### src/rtl/multiplicador_secuencial.sv
// ----------------------------------------------------------------------------
// multiplicador_secuencial
//
// Sequential shift-add multiplier for the ALU datapath. One operation is in
// flight at a time; a request is accepted only while the FSM is idle. Signed
// operands are handled by multiplying magnitudes and negating the 2*WIDTH
// magnitude at the end when the operand signs differ.
//
// Ports:
//   CLK     in   1        system clock, rising edge
//   RST_N   in   1        asynchronous active-low reset
//   START   in   1        request, sampled only in IDLE
//   SIGNED  in   1        1 = two's-complement operands, sampled with START
//   A       in   WIDTH    multiplicand, sampled with START
//   B       in   WIDTH    multiplier, sampled with START
//   BUSY    out  1        high while iterating (CALC state)
//   DONE    out  1        one-cycle pulse, results valid
//   P       out  2*WIDTH  full product
//   M       out  WIDTH    truncated product P[WIDTH-1:0]
//   OF      out  1        product does not fit in WIDTH bits for the mode
//
// Timing: START sampled at edge k gives DONE high in the cycle after edge
// k+WIDTH+1, so one result every WIDTH+2 cycles when START is re-asserted
// during the DONE cycle.
// ----------------------------------------------------------------------------
module multiplicador_secuencial #(
    parameter int WIDTH = 6,
    parameter int CNT_W = $clog2(WIDTH + 1)
) (
    input  logic                 CLK,
    input  logic                 RST_N,
    input  logic                 START,
    input  logic                 SIGNED,
    input  logic [WIDTH-1:0]     A,
    input  logic [WIDTH-1:0]     B,
    output logic                 BUSY,
    output logic                 DONE,
    output logic [2*WIDTH-1:0]   P,
    output logic [WIDTH-1:0]     M,
    output logic                 OF
);

    localparam logic [1:0] ST_IDLE = 2'd0;
    localparam logic [1:0] ST_CALC = 2'd1;
    localparam logic [1:0] ST_FIN  = 2'd2;

    localparam logic [CNT_W-1:0] LAST_ITER = CNT_W'(WIDTH - 1);

    logic [1:0]           state;
    logic [WIDTH-1:0]     mcand;
    logic [2*WIDTH-1:0]   acc;
    logic [CNT_W-1:0]     count;
    logic                 neg;
    logic                 mode_signed;
    logic                 done_q;

    logic [WIDTH-1:0]     a_mag;
    logic [WIDTH-1:0]     b_mag;
    logic [WIDTH:0]       upper_sum;
    logic [2*WIDTH-1:0]   acc_next;
    logic [2*WIDTH-1:0]   product;
    logic [WIDTH:0]       sign_field;
    logic                 of_calc;

    // Operand magnitudes. The magnitude of the most negative value is
    // 2^(WIDTH-1), which still fits as an unsigned WIDTH-bit number, so the
    // plain two's-complement negation is exact for every input.
    always_comb begin
        a_mag = A;
        b_mag = B;
        if (SIGNED && A[WIDTH-1]) begin
            a_mag = -A;
        end
        if (SIGNED && B[WIDTH-1]) begin
            b_mag = -B;
        end
    end

    // One shift-add step. The multiplier lives in the low half of the
    // accumulator and is consumed from bit 0; the multiplicand is added into
    // the upper half with its carry kept, and the carry becomes the new MSB
    // after the right shift.
    always_comb begin
        upper_sum = {1'b0, acc[2*WIDTH-1:WIDTH]};
        if (acc[0]) begin
            upper_sum = {1'b0, acc[2*WIDTH-1:WIDTH]} + {1'b0, mcand};
        end
        acc_next = {upper_sum, acc[WIDTH-1:1]};
    end

    // Final product and overflow. In signed mode the result fits only when
    // the upper half plus the truncated sign bit are a pure sign extension.
    always_comb begin
        product = acc;
        if (neg) begin
            product = -acc;
        end
        sign_field = product[2*WIDTH-1:WIDTH-1];
        if (mode_signed) begin
            of_calc = !((sign_field == '0) || (sign_field == '1));
        end else begin
            of_calc = |product[2*WIDTH-1:WIDTH];
        end
    end

    // Control FSM and datapath registers. DONE and the result registers are
    // written on the edge that leaves FIN, so the pulse coincides with the
    // first cycle back in IDLE and a new START can be accepted right then.
    always_ff @(posedge CLK or negedge RST_N) begin
        if (!RST_N) begin
            state       <= ST_IDLE;
            mcand       <= '0;
            acc         <= '0;
            count       <= '0;
            neg         <= 1'b0;
            mode_signed <= 1'b0;
            done_q      <= 1'b0;
            P           <= '0;
            M           <= '0;
            OF          <= 1'b0;
        end else begin
            done_q <= 1'b0;
            case (state)
                ST_IDLE: begin
                    if (START) begin
                        mcand       <= a_mag;
                        acc         <= {{WIDTH{1'b0}}, b_mag};
                        neg         <= SIGNED & (A[WIDTH-1] ^ B[WIDTH-1]);
                        mode_signed <= SIGNED;
                        count       <= '0;
                        state       <= ST_CALC;
                    end
                end
                ST_CALC: begin
                    acc   <= acc_next;
                    count <= count + CNT_W'(1);
                    if (count == LAST_ITER) begin
                        state <= ST_FIN;
                    end
                end
                ST_FIN: begin
                    P      <= product;
                    M      <= product[WIDTH-1:0];
                    OF     <= of_calc;
                    done_q <= 1'b1;
                    state  <= ST_IDLE;
                end
                default: begin
                    state <= ST_IDLE;
                end
            endcase
        end
    end

    assign BUSY = (state == ST_CALC);
    assign DONE = done_q;

endmodule

### config.mk
export PLATFORM = sky130hd
export DESIGN_NAME = multiplicador_secuencial
export DESIGN_NICKNAME = d
export VERILOG_FILES = /design/src/rtl/multiplicador_secuencial.sv
export SDC_FILE = /design/constraint.sdc
export NUM_CORES = 1
export LEC_CHECK = 0
export ABC_AREA = 1
export CORE_MARGIN = 1
export CORE_UTILIZATION = 55
export CTS_CLUSTER_DIAMETER = 40
export DETAILED_ROUTE_END_ITERATION = 6
export GPL_ROUTABILITY_DRIVEN = 1
export HOLD_SLACK_MARGIN = 0.06
export PLACE_DENSITY = 0.91
export SYNTH_ARGS = -nofsm -noshare
export SYNTH_HDL_FRONTEND = slang
export SYNTH_SLANG_ARGS = --single-unit
### constraint.sdc
create_clock -name CLK -period 3.2 [get_ports CLK]
set_clock_uncertainty 0.2 [all_clocks]
set_input_delay 0.48 -clock CLK [delete_from_list [all_inputs] [get_ports CLK]]
set_output_delay 0.48 -clock CLK [all_outputs]
set_load 0.05 [all_outputs]
[Word level (Yosys, flattened, before mapping)]
Index checks and enable logic that the tools add are counted.
Storage, ports and cells
  output and inout port bits: 21
  register bits: 45
  input port bits: 16
  logic and storage cells: 47
Cells by class
  multiplexer cells: 13
  eq/ne operators: 6
  bitwise gates (word level): 2
  reduce and logical (&&, ||, !) cells: 11
  add/sub/neg operators: 5
Operators by type and width (number)
  $mux 12: 2
  $pmux 12 s2: 1
  $mux 6: 2
  $neg 12->12: 1
  $neg 6->6: 2
  $add 6x6->7: 1
  $eq 7x7->1 const B: 1
  $logic_not 7->1: 1
  $mux 7: 1
  $pmux 3 s2: 1
  $reduce_and 2->1: 3
  $reduce_or 6->1: 1
  $mux 2: 2
  $pmux 2 s2: 1
  $add 3x1->3 const B: 1
  $eq 3x3->1 const B: 1
  $mux 3: 1
  $eq 2x1->1 const B: 1
  $eq 2x2->1 const B: 1
  $logic_and 1x1->1: 2
  $logic_not 2->1: 1
  $mux 1: 2
  $ne 2x1->1 const B: 1
  $ne 2x2->1 const B: 1
  other kinds (5): 5

[Longest topological paths before layout]
  depth after elaboration: 6
  gate-level depth with buffers: 13
  gate-level depth less buffers: 12

[Worst setup path after synthesis]
No wires, ideal clock.
  path type: register -> register
  start: register acc[6]
  end: register acc[9]
  setup slack: 1.309 ns
  path buffers: 0
  data required time: 2.875 ns
  period minus slack after synthesis: 1.891 ns
  arrival time: 1.566 ns
  setup time: 0.125 ns
  cell stages (with the launch flop): 9
  path through: dfrtp_1 ha_1 inv_1 fa_1 o21ai_0 xor2_1 a21oi_1 o21ai_0 o21ai_1
On the way
  word-level cells in the longest chain between the ends: 3
Ends and longest elaborated chain
  from (decl): RTL line 51  | logic [2*WIDTH-1:0] acc;
  from (signal assigned): RTL line 127  | acc <= {{WIDTH{1'b0}}, b_mag};
  from (signal assigned): RTL line 135  | acc <= acc_next;
  $add 6x6->7: RTL line 86  | upper_sum = {1'b0, acc[2*WIDTH-1:WIDTH]} + {1'b0, mcand};
  $mux 7: RTL line 85  | if (acc[0]) begin
  $pmux 12 s2: RTL line 123  | case (state)
Every way passes these cells.
A chain may end at the register's enable or synchronous reset.

[Worst setup path in the final report]
  start: register state[1]
  end: output port BUSY
On the way
  word-level cells in the longest chain between the ends: 1
Ends and longest elaborated chain
  from (decl): RTL line 49  | logic [1:0] state;
  from (signal assigned): RTL line 111  | state <= ST_IDLE;
  from (signal assigned): RTL line 131  | state <= ST_CALC;
  from (signal assigned): RTL line 138  | state <= ST_FIN;
  $eq 2x1->1: RTL line 155  | assign BUSY = (state == ST_CALC);
  to (decl): RTL line 36  | output logic BUSY,
Every way passes these cells.

==> results.md <==
- Vias per cell: 5.44
- Post-CTS setup buffer count: 0
- Critical path type: flop to primary output
- Synth top area cells: dfrtp_1 (41%), nand2_1 (10%), o21ai_0 (7.7%)
- Max frequency: between 300 and 400 MHz
- Async SR Flop Fraction: 100%
- Buffers on Ports: 36
- Grt total ovfl: 0
- Top cell type's share of synthesized area: between 40% and 50%
- Synth unique cells: 31
- Crit end category: primary output
- Post-placement cell count: between 300 and 400
- Yosys warning total: 0
- Sink Count: 39
- CP arrival: approximately 2100 ps
- Root Buffer: clkbuf_8
- Pre-antenna DRT Iters: 4
- Commonest non-fill, non-tap cell in the layout: nand2_1
- H-tree Lvls: 2
- Fillcell total: about 340
- N_diodes: 0
- Util after Layout: between 60% and 70%
- Die area: between 4000 and 5000 um^2
- Synthesis-stage register bit count: 39
- Syn Nets: between 300 and 400
- Clock Path Buffers: 2
- Status: finished, final reports clean
- WL final: slightly below 5000 um
- Cell Pwr Density: about 1200 nW/um^2
- Fin crit period: around 2800 ps
- Required time worst endpoint: around 2500 ps
- Hold WC Path Type: input pin to async pin
- Dominant synthesized flop cell: dfrtp_1
- Cts repair resizes: 0
- Vias: ~2,100
- Die W: 67.4 um
- Worst-Margin Slew: roughly 870 ps
- Pre-CTS WS: just under 800 ps
- Seq/Total Area, Yosys: 41.5%
- Final critical-path share of the clock period: between 80 and 90%
- # DRC: 0
- First-pass GRT wire length: 7920 um
- R2R setup slack: between 1000 and 1500 ps
- Post-route ant nets: 0
- Final setup margin: 408 ps
- CTS tree: done
- Setup TNS: 0 ps
- Pin count of the biggest net entering global routing: 40
- Synth area leader: dfrtp_1
- Initial antenna violation count: 0
- Worst VDD drop: a little under 0.6 mV
- Hold Vio Cnt, Final: 0
- Pleak: roughly 0.0013 uW
- Clk pin slew, worst setup/hold paths: ~80 ps
- RSZ-0062 raised after global routing: no
- Starting Density: around 58%
- Mapped Cells: between 200 and 300
- Post-synth EDFFs: 0
- Core footprint: a little over 4000 um^2
- Average routed wire per standard cell: 12.7 um
- Final #Nets: ~360
- RR Startpoint: acc[6]$_DFFE_PN0P_
- Post-Layout Cell Count: between 300 and 400
- DIE HEIGHT: about 67 um
- Number of max-cap violations: 0
- # rows: 23
- Reg2Reg Depth: 8
- Clock Latency Late Sink: ~290 ps
- Gpl congestion: approximately 0.87
- Syn-to-layout area delta: 19.1%
- Layout cells sized above 1: 7.27%
- Crit path launch type: flop
- Iter 0 DRT Violations: between 100 and 150
- CP Max Fanout: 11
- Reg2Reg Capture Point: acc[9]$_DFFE_PN0P_
- Tot GR Track Use: 24.0%
- Final HPWL from detailed placement: 3630 um
- Commonest non-fill, non-tap cells in the layout: nand2_1 (65), dfrtp_1 (39), o21ai_0 (36), clkdlybuf4s50_1 (35), inv_1 (31)
- Final setup violation count: 0
- Post-Syn Area: roughly 2400 um^2
- Hold buffer count at CTS: 0
- Vias in the first global route: about 1,900
- Max Slew Vio Count: 0
- Worst rel slew slack: 41.8%
- Total CTS buffers: 5
- Number of I/O pins: 37
- Synth Area per Inst: roughly 7.9 um^2
[through the flow]
step | area [um^2] | total power, uW | hold WS (ps)
finish | 2800 | 3230 | 85.8
global route | 2800 | 3490 | 148
CTS | 2800 | 3220 | 106
detailed placement | 2690 | 2790 | 284
global placement | 2690 | 2720 | 267
floorplan | 2350 | 2360 | -15.6
[worst max-delay path, stage by stage, from the launching register on]
cell             delay [ps]
dfrtp_1                 380
inv_1                    80
nand2_2                 120
inv_1                   350
clkdlybuf4s50_1         880
[worst max-delay path by stage]
stage                               from            endpoint  slack, ps  depth (start not counted)
finish              state[1]$_DFFE_PN0P_                BUSY        410                          4
global route        state[1]$_DFFE_PN0P_                BUSY        300                          4
CTS                 state[1]$_DFFE_PN0P_                BUSY        410                          4
detailed placement  state[1]$_DFFE_PN0P_                BUSY        770                          4
global placement    state[1]$_DFFE_PN0P_                BUSY        790                          4
floorplan             acc[6]$_DFFE_PN0P_  acc[9]$_DFFE_PN0P_       1310                          8
[logic make-up after synthesis]
logic type | after synthesis | synth area share, %
AOI/OAI and AO/OA | 70 | 16.2
xor gates and xnor gates | 11 | 4.10
adders and majority gates | 12 | 6.70
buffers and inverters | 46 | 9.36
DFF | 39 | 41.5
and+or+nand+nor | 120 | 22.1
[sequential cells by signal (all words and copies together), names as in the netlist]
name and cells:
mcand 6, count 3, DONE 1, state 2, neg 1, OF 1
P 12, mode_signed 1, acc 12
[area by class of cell]
cell class	instances	area [um^2]	share of cell area, %
Timing Repair Buffer	36	355	12.7
Sequential cell	39	976	34.8
Tap cell	50	62.6	2.23
Clock inverter	2	35.0	1.25
Clock buffer	6	82.6	2.95
Inverter	34	135	4.82
Multi-Input combinational cell	213	1160	41.3
[cell usage after synthesis (2+ instances only)]
cell type,instances
a21oi_1,11
a22oi_1,5
a31oi_1,6
buf_2,2
buf_4,6
buf_6,2
clkbuf_1,2
dfrtp_1,39
ha_1,11
inv_1,31
inv_2,2
nand2_1,65
nand2_2,6
nand3_1,14
nand4_1,3
nor2_1,24
nor3_1,3
o21ai_0,36
o21ai_1,6
o22ai_1,4
xnor2_1,4
xor2_1,7
[report_power, final]
part / switching (uW) / leakage, uW / internal (uW)
logic: 1190 / 0.000768 / 653
registers: 243 / 0.000487 / 715
clock network: 176 / 0.0000612 / 252
[routing by layer]
layer	vias up	routed length [um]	GRT usage (%)
li1	1051	-	-
met1	930	2100	27.5
met2	73	2340	41.1
met3	13	278	6.59
met4	0	87	11.4
met5	-	0	0
Power figures use the tool's default switching activity.
